==> config.mk <==
export PLATFORM = sky130hd
export DESIGN_NAME = load_store_unit
export DESIGN_NICKNAME = d
export VERILOG_FILES = /design/src/rtl/lsu_pkg.sv /design/src/rtl/load_store_unit.sv
export SDC_FILE = /design/constraint.sdc
export NUM_CORES = 1
export LEC_CHECK = 0
export CORE_MARGIN = 2
export CORE_UTILIZATION = 36
export CTS_BUF_LIST = sky130_fd_sc_hd__clkbuf_4 sky130_fd_sc_hd__clkbuf_8 sky130_fd_sc_hd__clkbuf_16
export DETAILED_ROUTE_END_ITERATION = 8
export PLACE_DENSITY_LB_ADDON = 0.3
export SLEW_MARGIN = 25
export SYNTH_ARGS = -nofsm -noshare
export SYNTH_HDL_FRONTEND = slang
export SYNTH_SLANG_ARGS = --single-unit
==> constraint.sdc <==
create_clock -name Clk -period 2.2 [get_ports Clk]
set_input_delay 0.33 -clock Clk [delete_from_list [all_inputs] [get_ports Clk]]
set_output_delay 0.33 -clock Clk [all_outputs]
set_load 0.03 [all_outputs]
==> src/rtl/lsu_pkg.sv <==
// Shared types and defaults for the load/store unit.
// Holds the FSM state encoding and the default data/address widths.
package lsu_pkg;

    localparam int unsigned LSU_W = 8;
    localparam int unsigned LSU_A = 8;

    typedef enum logic [1:0] {
        IDLE = 2'd0,
        ACC0 = 2'd1,
        ACC1 = 2'd2,
        RESP = 2'd3
    } lsu_state_e;

endpackage

==> src/rtl/load_store_unit.sv <==
// Load/store unit: one- or two-byte accesses to a byte-wide data memory.
// Ports: Clk/Reset (sync, active-high); Req* request handshake in;
// Rsp* one-cycle completion out; Mem* drive an external memory whose
// read data MemRData is combinational from MemAddr.
module load_store_unit
    import lsu_pkg::*;
#(
    parameter int W = LSU_W,
    parameter int A = LSU_A
) (
    input  logic           Clk,
    input  logic           Reset,
    input  logic           ReqValid,
    output logic           ReqReady,
    input  logic           ReqWrite,
    input  logic           ReqWide,
    input  logic [A-1:0]   ReqAddr,
    input  logic [2*W-1:0] ReqWData,
    output logic           RspValid,
    output logic [2*W-1:0] RspRData,
    output logic [A-1:0]   MemAddr,
    output logic           MemWriteEn,
    output logic [W-1:0]   MemWData,
    input  logic [W-1:0]   MemRData
);

    lsu_state_e     state_q, state_d;
    logic           write_q, write_d;
    logic           wide_q,  wide_d;
    logic [A-1:0]   addr_q,  addr_d;
    logic [2*W-1:0] wdata_q, wdata_d;
    logic [2*W-1:0] rdata_q, rdata_d;

    always_comb begin
        state_d = state_q;
        write_d = write_q;
        wide_d  = wide_q;
        addr_d  = addr_q;
        wdata_d = wdata_q;
        rdata_d = rdata_q;
        unique case (state_q)
            IDLE: begin
                if (ReqValid) begin
                    write_d = ReqWrite;
                    wide_d  = ReqWide;
                    addr_d  = ReqAddr;
                    wdata_d = ReqWData;
                    // stores report zero, byte loads zero-extend
                    rdata_d = '0;
                    state_d = ACC0;
                end
            end
            ACC0: begin
                if (!write_q) begin
                    rdata_d[W-1:0] = MemRData;
                end
                state_d = wide_q ? ACC1 : RESP;
            end
            ACC1: begin
                if (!write_q) begin
                    rdata_d[2*W-1:W] = MemRData;
                end
                state_d = RESP;
            end
            RESP: begin
                state_d = IDLE;
            end
            default: begin
                state_d = IDLE;
            end
        endcase
    end

    always_ff @(posedge Clk) begin
        if (Reset) begin
            state_q <= IDLE;
            write_q <= 1'b0;
            wide_q  <= 1'b0;
            addr_q  <= '0;
            wdata_q <= '0;
            rdata_q <= '0;
        end else begin
            state_q <= state_d;
            write_q <= write_d;
            wide_q  <= wide_d;
            addr_q  <= addr_d;
            wdata_q <= wdata_d;
            rdata_q <= rdata_d;
        end
    end

    // Memory outputs are decoded from the current state only, so a
    // write already on the bus still commits if Reset hits mid-access.
    always_comb begin
        MemAddr    = '0;
        MemWData   = '0;
        MemWriteEn = 1'b0;
        unique case (state_q)
            ACC0: begin
                MemAddr    = addr_q;
                MemWData   = wdata_q[W-1:0];
                MemWriteEn = write_q;
            end
            ACC1: begin
                // natural A-bit wrap from the top address to zero
                MemAddr    = addr_q + A'(1);
                MemWData   = wdata_q[2*W-1:W];
                MemWriteEn = write_q;
            end
            default: begin
                MemAddr    = '0;
                MemWData   = '0;
                MemWriteEn = 1'b0;
            end
        endcase
    end

    assign ReqReady = (state_q == IDLE);
    assign RspValid = (state_q == RESP);
    assign RspRData = RspValid ? rdata_q : '0;

endmodule

==> qor.txt, run 1 <==
crit-path cells: inv_6, ha_4, inv_2, or4_4, a31oi_1, buf_4
Top delay family on crit path: simple AND/OR/NAND/NOR gates
number of global-route vias before repair: 2,036
Yosys top cell by area: dfxtp_1
Buf/Inv on CP: 3
die height: 80.82 um
Hold Vio Cnt, Final: 0
CP Class: register to output port
number of CTS-inserted buffers: 5
drt wl/cell: 13.94 um
number of standard cells after synthesis: 283
worst setup margin: 32.08 ps
critical path's largest stage delay: 490 ps
Slew HR: 68.69%
hold slack final: 448.2 ps
Final nets: 397
CTS tree: built
share of the synthesized area in the top cell type: 41.46%
Cell Area, Synth: 0.002125 mm2
GRT Util Overall: 18.36%
global-route wire length before repair: 9439 um
Max Freq: 461.3 MHz
RSZ-0062 raised after global routing: yes
max cap viols: 0
Starting Density: 37.88%
cell area after layout: 0.003112 mm2
Worst Path Required: 1870 ps
Rows: 27
Die ar.: 0.006532 mm2
drt pass-1 iters: 4
Diodes inserted: 0
Mapped Avg Cell Area: 7.507 um2
Syn. warnings: 0
power per standard cell area: 1117 mW/mm2
number of port buffers: 71
Clock Tree Buf Depth: 2
Worst Path Arrival: 1840 ps
post-synthesis net count: 326
clk slew on worst S/H paths: 70 ps
Util after Layout: 55.49%
core box area: 0.005608 mm2
Layout fillers: 568
Root Driver: clkbuf_8
total negative slack: 0 ps
post-DR vias/cell: 5.087
post-route ant nets: 0
Top Ports: 72
Detail Placement HPWL: 3943 um
register area: 893.4 um2
Area contributors post-synth: dfxtp_1, nand2_1, a21oi_1, and2_1, nand3_1
WL final: 5925 um
Hold Path Class: register to register
status: completed
GPL Wtd Cong: 0.8048
via count: 2,162
post-synth cell types: 32
Startpoint Class: register
Slowest cell on crit path: or4_4
Worst Path Max Fanout: 5
H-tree depth: 2
Clock Latency Late Sink: 290 ps
Layout area overhead: 46.47%
Setup WS pre-CTS: 200.4 ps
#FFs+latches synth: 44
Clock Skew: 5.222 ps
Iteration-0 DRC Markers: 192
largest net degree at the start of global routing: 45
Tmin final: 2168 ps
share of post-route cells with drive strength above 1: 15.01%
Worst Max-Slew Pin Slew: 469.7 ps
post-synthesis sequential area ratio: 41.46%
CP Capture Type: output port
initial antenna violation count: 0
CTS Sinks: 44
total gr overflow: 0
Multi-input gate area: 0.001192 mm2
peak supply drop: 0.5048 mV
Pleak: 1.335 nW
Setup violations, final: 0
Final period util: 98.54%
max-slew violations: 0
Placed Area: 0.002869 mm2
Die W: 80.82 um
DRC errors left: 0
# hold bufs at CTS: 0
-- report_power, final --
group          internal, mW  switching, mW
registers             0.955          0.130
clock network         0.326          0.258
logic                 0.702           1.10
-- state kept, by name, indices dropped and copies added, names as in the netlist --
signal   flops
rdata_q     16
wide_q       1
write_q      1
wdata_q     16
addr_q       8
state_q      2
-- cells by family (layout without fill, tap and decap cells) --
kind of cell | Yosys count | count (layout) | share of synthesized area (%)
simple gates | 138 | 138 | 30.15
fa+ha+maj | 6 | 6 | 3.533
buf+inv | 23 | 93 | 5.241
compound gates | 71 | 71 | 19.14
mux | 1 | 1 | 0.4712
flops | 44 | 44 | 41.46
-- worst paths after layout --
path	from	to	slack, ps	depth (start not counted)
min reg2reg	rdata_q[7]	rdata_q[7]	450	2
min	rdata_q[7]	rdata_q[7]	450	2
max	state_q[0]	MemAddr[6]	30	6
max reg2reg	state_q[0]	rdata_q[9]	490	7
-- worst min-delay path, delay by kind of cell (launching register included) --
kind,cells,cell delay [ps]
and+or+nand+nor,1,50
DFF,1,310
AOI/OAI and AO/OA,1,50
-- metal layers --
| layer | up-vias | track usage [%] | routed length (um) |
|---|---|---|---|
| met5 | - | 0 | 0 |
| met4 | 0 | 6.610 | 84 |
| met3 | 7 | 4.667 | 362 |
| met2 | 72 | 28.93 | 2712 |
| met1 | 988 | 24.31 | 2766 |
| li1 | 1095 | - | - |
-- synthesized netlist by cell type --
master / number
a22oi_1: 9
o21a_1: 3
o21ai_2: 2
inv_1: 3
nand3_2: 2
nor2b_1: 4
nand2b_1: 1
a221oi_1: 1
dfxtp_1: 44
inv_2: 1
clkbuf_1: 10
buf_1: 1
nor2_1: 10
nand2_1: 77
buf_6: 2
and2b_1: 2
nor3_1: 1
a21oi_1: 45
mux2i_1: 1
o211ai_1: 2
and2_1: 19
o21ai_0: 4
nand3b_1: 2
nand3_1: 16
a31oi_1: 2
o21ai_1: 1
buf_2: 5
nand4_1: 1
or4_1: 3
ha_1: 6
o22ai_1: 2
buf_4: 1
-- timing repair --
action                                  in CTS  in global routing
buffers inserted                             0                  2
gates cloned                                 1                  0
pin swaps                                    0                  1
endpoints found under the setup margin      30                 23
resized for setup                           16                 26
-- layout by cell type, fill, tap and decap left out, types with 4 or more instances in the layout --
master           count
nor2_1               9
nor2b_1              4
clkdlybuf4s50_1     38
clkbuf_8             5
dlymetal6s2s_1      11
nand2_1             77
ha_4                 4
buf_4               24
a22oi_1              9
o21ai_0              4
dlygate4sd2_1        6
and2_1              19
a21oi_1             44
dfxtp_1             40
nand3_1             16
-- cell type report --
type | count | share of cell area [%]
Multi-Input combinational cell | 216 | 38.32
Sequential cell | 44 | 28.71
Timing Repair Buffer | 82 | 25.89
Tap cell | 72 | 2.895
Clock buffer | 5 | 2.212
Clock inverter | 1 | 0.9650
Inverter | 4 | 0.7640
Timing Repair inverter | 1 | 0.2413
-- through the flow --
step	std cells	power [mW]
6_report	425	3.475
5_1_grt	425	3.714
4_1_cts	423	3.287
3_5_place_dp	416	2.628
3_3_place_gp	416	2.590
2_1_floorplan	283	2.119
Power figures use the tool's default switching activity.
==> run 2, diff against run 1 <==
--- a/config.mk
+++ b/config.mk
@@ -6,7 +6,7 @@
 export NUM_CORES = 1
 export LEC_CHECK = 0
 export CORE_MARGIN = 2
-export CORE_UTILIZATION = 36
+export CORE_UTILIZATION = 38
 export CTS_BUF_LIST = sky130_fd_sc_hd__clkbuf_4 sky130_fd_sc_hd__clkbuf_8 sky130_fd_sc_hd__clkbuf_16
 export DETAILED_ROUTE_END_ITERATION = 8
 export PLACE_DENSITY_LB_ADDON = 0.3
==> run 2 against run 1 <==
Compared with the run above:
- register-to-register slack worse by 30 ps
- worst setup slack improved by 15 ps
- via count is 1.5% lower
- global-route usage up 0.23 points
- non-clock buffer count unchanged
- hold slack is essentially flat
- critical path depth did not move
- core utilization up 1.1 points
- die area is 5.0% lower
- fmax is 0.71% higher
- first-iteration DRC count shrank 8.9%
- cell area shrank 1.1%
- highest routed layer unchanged
==> qor.txt, run 2 (synthesis gave the netlist of run 1 again) <==
Layout fillers: 524
global-route wire length before repair: 9121 um
total gr overflow: 0
Slew HR: 71.85%
net load switching power: 1.468 mW
via count: 2,130
Top Ports: 72
Setup violations, final: 0
die height: 78.77 um
Setup WS pre-CTS: 214.8 ps
Multi-input gate area: 0.001182 mm2
CTS Sinks: 44
worst setup margin: 47.39 ps
Layout area overhead: 44.82%
drt wl/cell: 13.11 um
Rows: 27
number of port buffers: 71
Diodes inserted: 0
switching share of power: 44.25%
post-DR vias/cell: 4.988
post-route ant nets: 0
status: completed
Die W: 78.77 um
WL final: 5597 um
share of total power in the clock network: 16.1%
Max Freq: 464.6 MHz
Final nets: 397
max-slew violations: 0
Clock Latency Late Sink: 300 ps
max cap viols: 0
core box area: 0.005439 mm2
most frequent cells in the layout: nand2_1, a21oi_1, dfxtp_1, clkdlybuf4s50_1, buf_4
GPL Wtd Cong: 0.8432
drt pass-1 iters: 4
GRT Util Overall: 18.59%
Clock Tree Buf Depth: 2
top flop regs: rdata_q x16, wdata_q x16, addr_q x8
Logic pwr share: 51.4%
Worst Path Arrival: 1820 ps
number of CTS-inserted buffers: 5
initial antenna violation count: 0
largest net degree at the start of global routing: 29
Clock Skew: 10.14 ps
Worst Path Required: 1870 ps
Hold Vio Cnt, Final: 0
register area: 895.9 um2
H-tree depth: 2
Flop pwr share: 32.5%
P_int: 1.849 mW
CP Capture Type: output port
Root Driver: clkbuf_8
RSZ-0062 raised after global routing: yes
Pleak: 1.293 nW
Worst Max-Slew Pin Slew: 420.9 ps
Final period util: 97.85%
Tot Pwr: 3.317 mW
Startpoint Class: register
peak supply drop: 0.4575 mV
clk slew on worst S/H paths: 90 ps
# hold bufs at CTS: 0
total negative slack: 0 ps
most common cell after layout, fill and taps aside: nand2_1
CP Class: register to output port
Hold Path Class: register to register
Starting Density: 39.06%
Iteration-0 DRC Markers: 175
DRC errors left: 0
Tmin final: 2153 ps
number of global-route vias before repair: 1,929
Detail Placement HPWL: 3901 um
Die ar.: 0.006205 mm2
share of post-route cells with drive strength above 1: 14.37%
Worst Path Max Fanout: 4
power per standard cell area: 1078 mW/mm2
CTS tree: built
[run 2: cell count changes in the layout (fill, tap and decap cells not counted), sizes merged]
| cell | previous run | this run |
|---|---|---|
| bufinv | 1 | 0 |
| clkbuf | 5 | 6 |
| clkinvlp | 2 | 4 |
| dlygate4sd2 | 6 | 8 |
| dlymetal6s2s | 11 | 9 |
[run 2: path summary, 6_finish.rpt]
path / depth (start not counted) / end / slack [ps] / from
worst min register to register: 2 / rdata_q[2] / 450 / rdata_q[2]
worst max-delay path: 6 / MemAddr[5] / 50 / state_q[0]
worst min-delay path: 2 / rdata_q[2] / 450 / rdata_q[2]
worst max register to register: 6 / rdata_q[11] / 460 / state_q[1]
[run 2: per-layer routing]
layer / global-route usage (%) / share of wire, % / up-vias
met4: 6.667 / 1.2 / 0
met2: 29.74 / 48 / 61
li1: - / - / 1101
met1: 24.16 / 44 / 962
met3: 4.886 / 6.1 / 6
met5: 0 / 0 / -
[run 2: timing repair]
item                                    in CTS  in global routing
gates resized for setup                     19                 18
endpoints found under the setup margin      21                 23
pin swaps                                    0                  3
gates cloned                                 1                  0
setup buffers                                0                  1
[run 2: critical path, cell delays in order, from the launching register on]
cell and delay [ps]:
dfxtp_4 380, inv_4 80, ha_4 150, inv_2 50, or4_1 500, a31oi_1 180
buf_4 190
[run 2: layout make-up]
| type | instances | share of cell area, % |
|---|---|---|
| clock buffers | 6 | 2.684 |
| clock inverters | 2 | 0.4880 |
| inverters | 4 | 0.6913 |
| multi-input cells | 216 | 38.43 |
| flip-flops and latches | 44 | 29.12 |
| well taps | 72 | 2.928 |
| repair buffers | 82 | 25.42 |
| repair inverters | 1 | 0.2440 |
[run 2: power by group through the flow]
stage                     clock (mW)  sequential [mW]  combinational, mW
final                          0.535             1.08               1.71
after global placement             0             1.06               1.51
after floorplan                    0             1.04               1.08
after CTS                      0.548             1.06               1.63
after detailed placement           0             1.06               1.54
after global routing           0.587             1.10               1.88
[run 2: metrics by stage]
stage | instances | utilization, % | hold slack [ps] | cell area, um2
detailed placement | 417 | 52.89 | 440.2 | 2877
global route | 427 | 56.57 | 474.2 | 3077
CTS | 426 | 55.14 | 451.0 | 2999
floorplan | 283 | - | 427.3 | 2125
global placement | 417 | 52.89 | 434.1 | 2877
finish | 427 | 56.57 | 448.3 | 3077
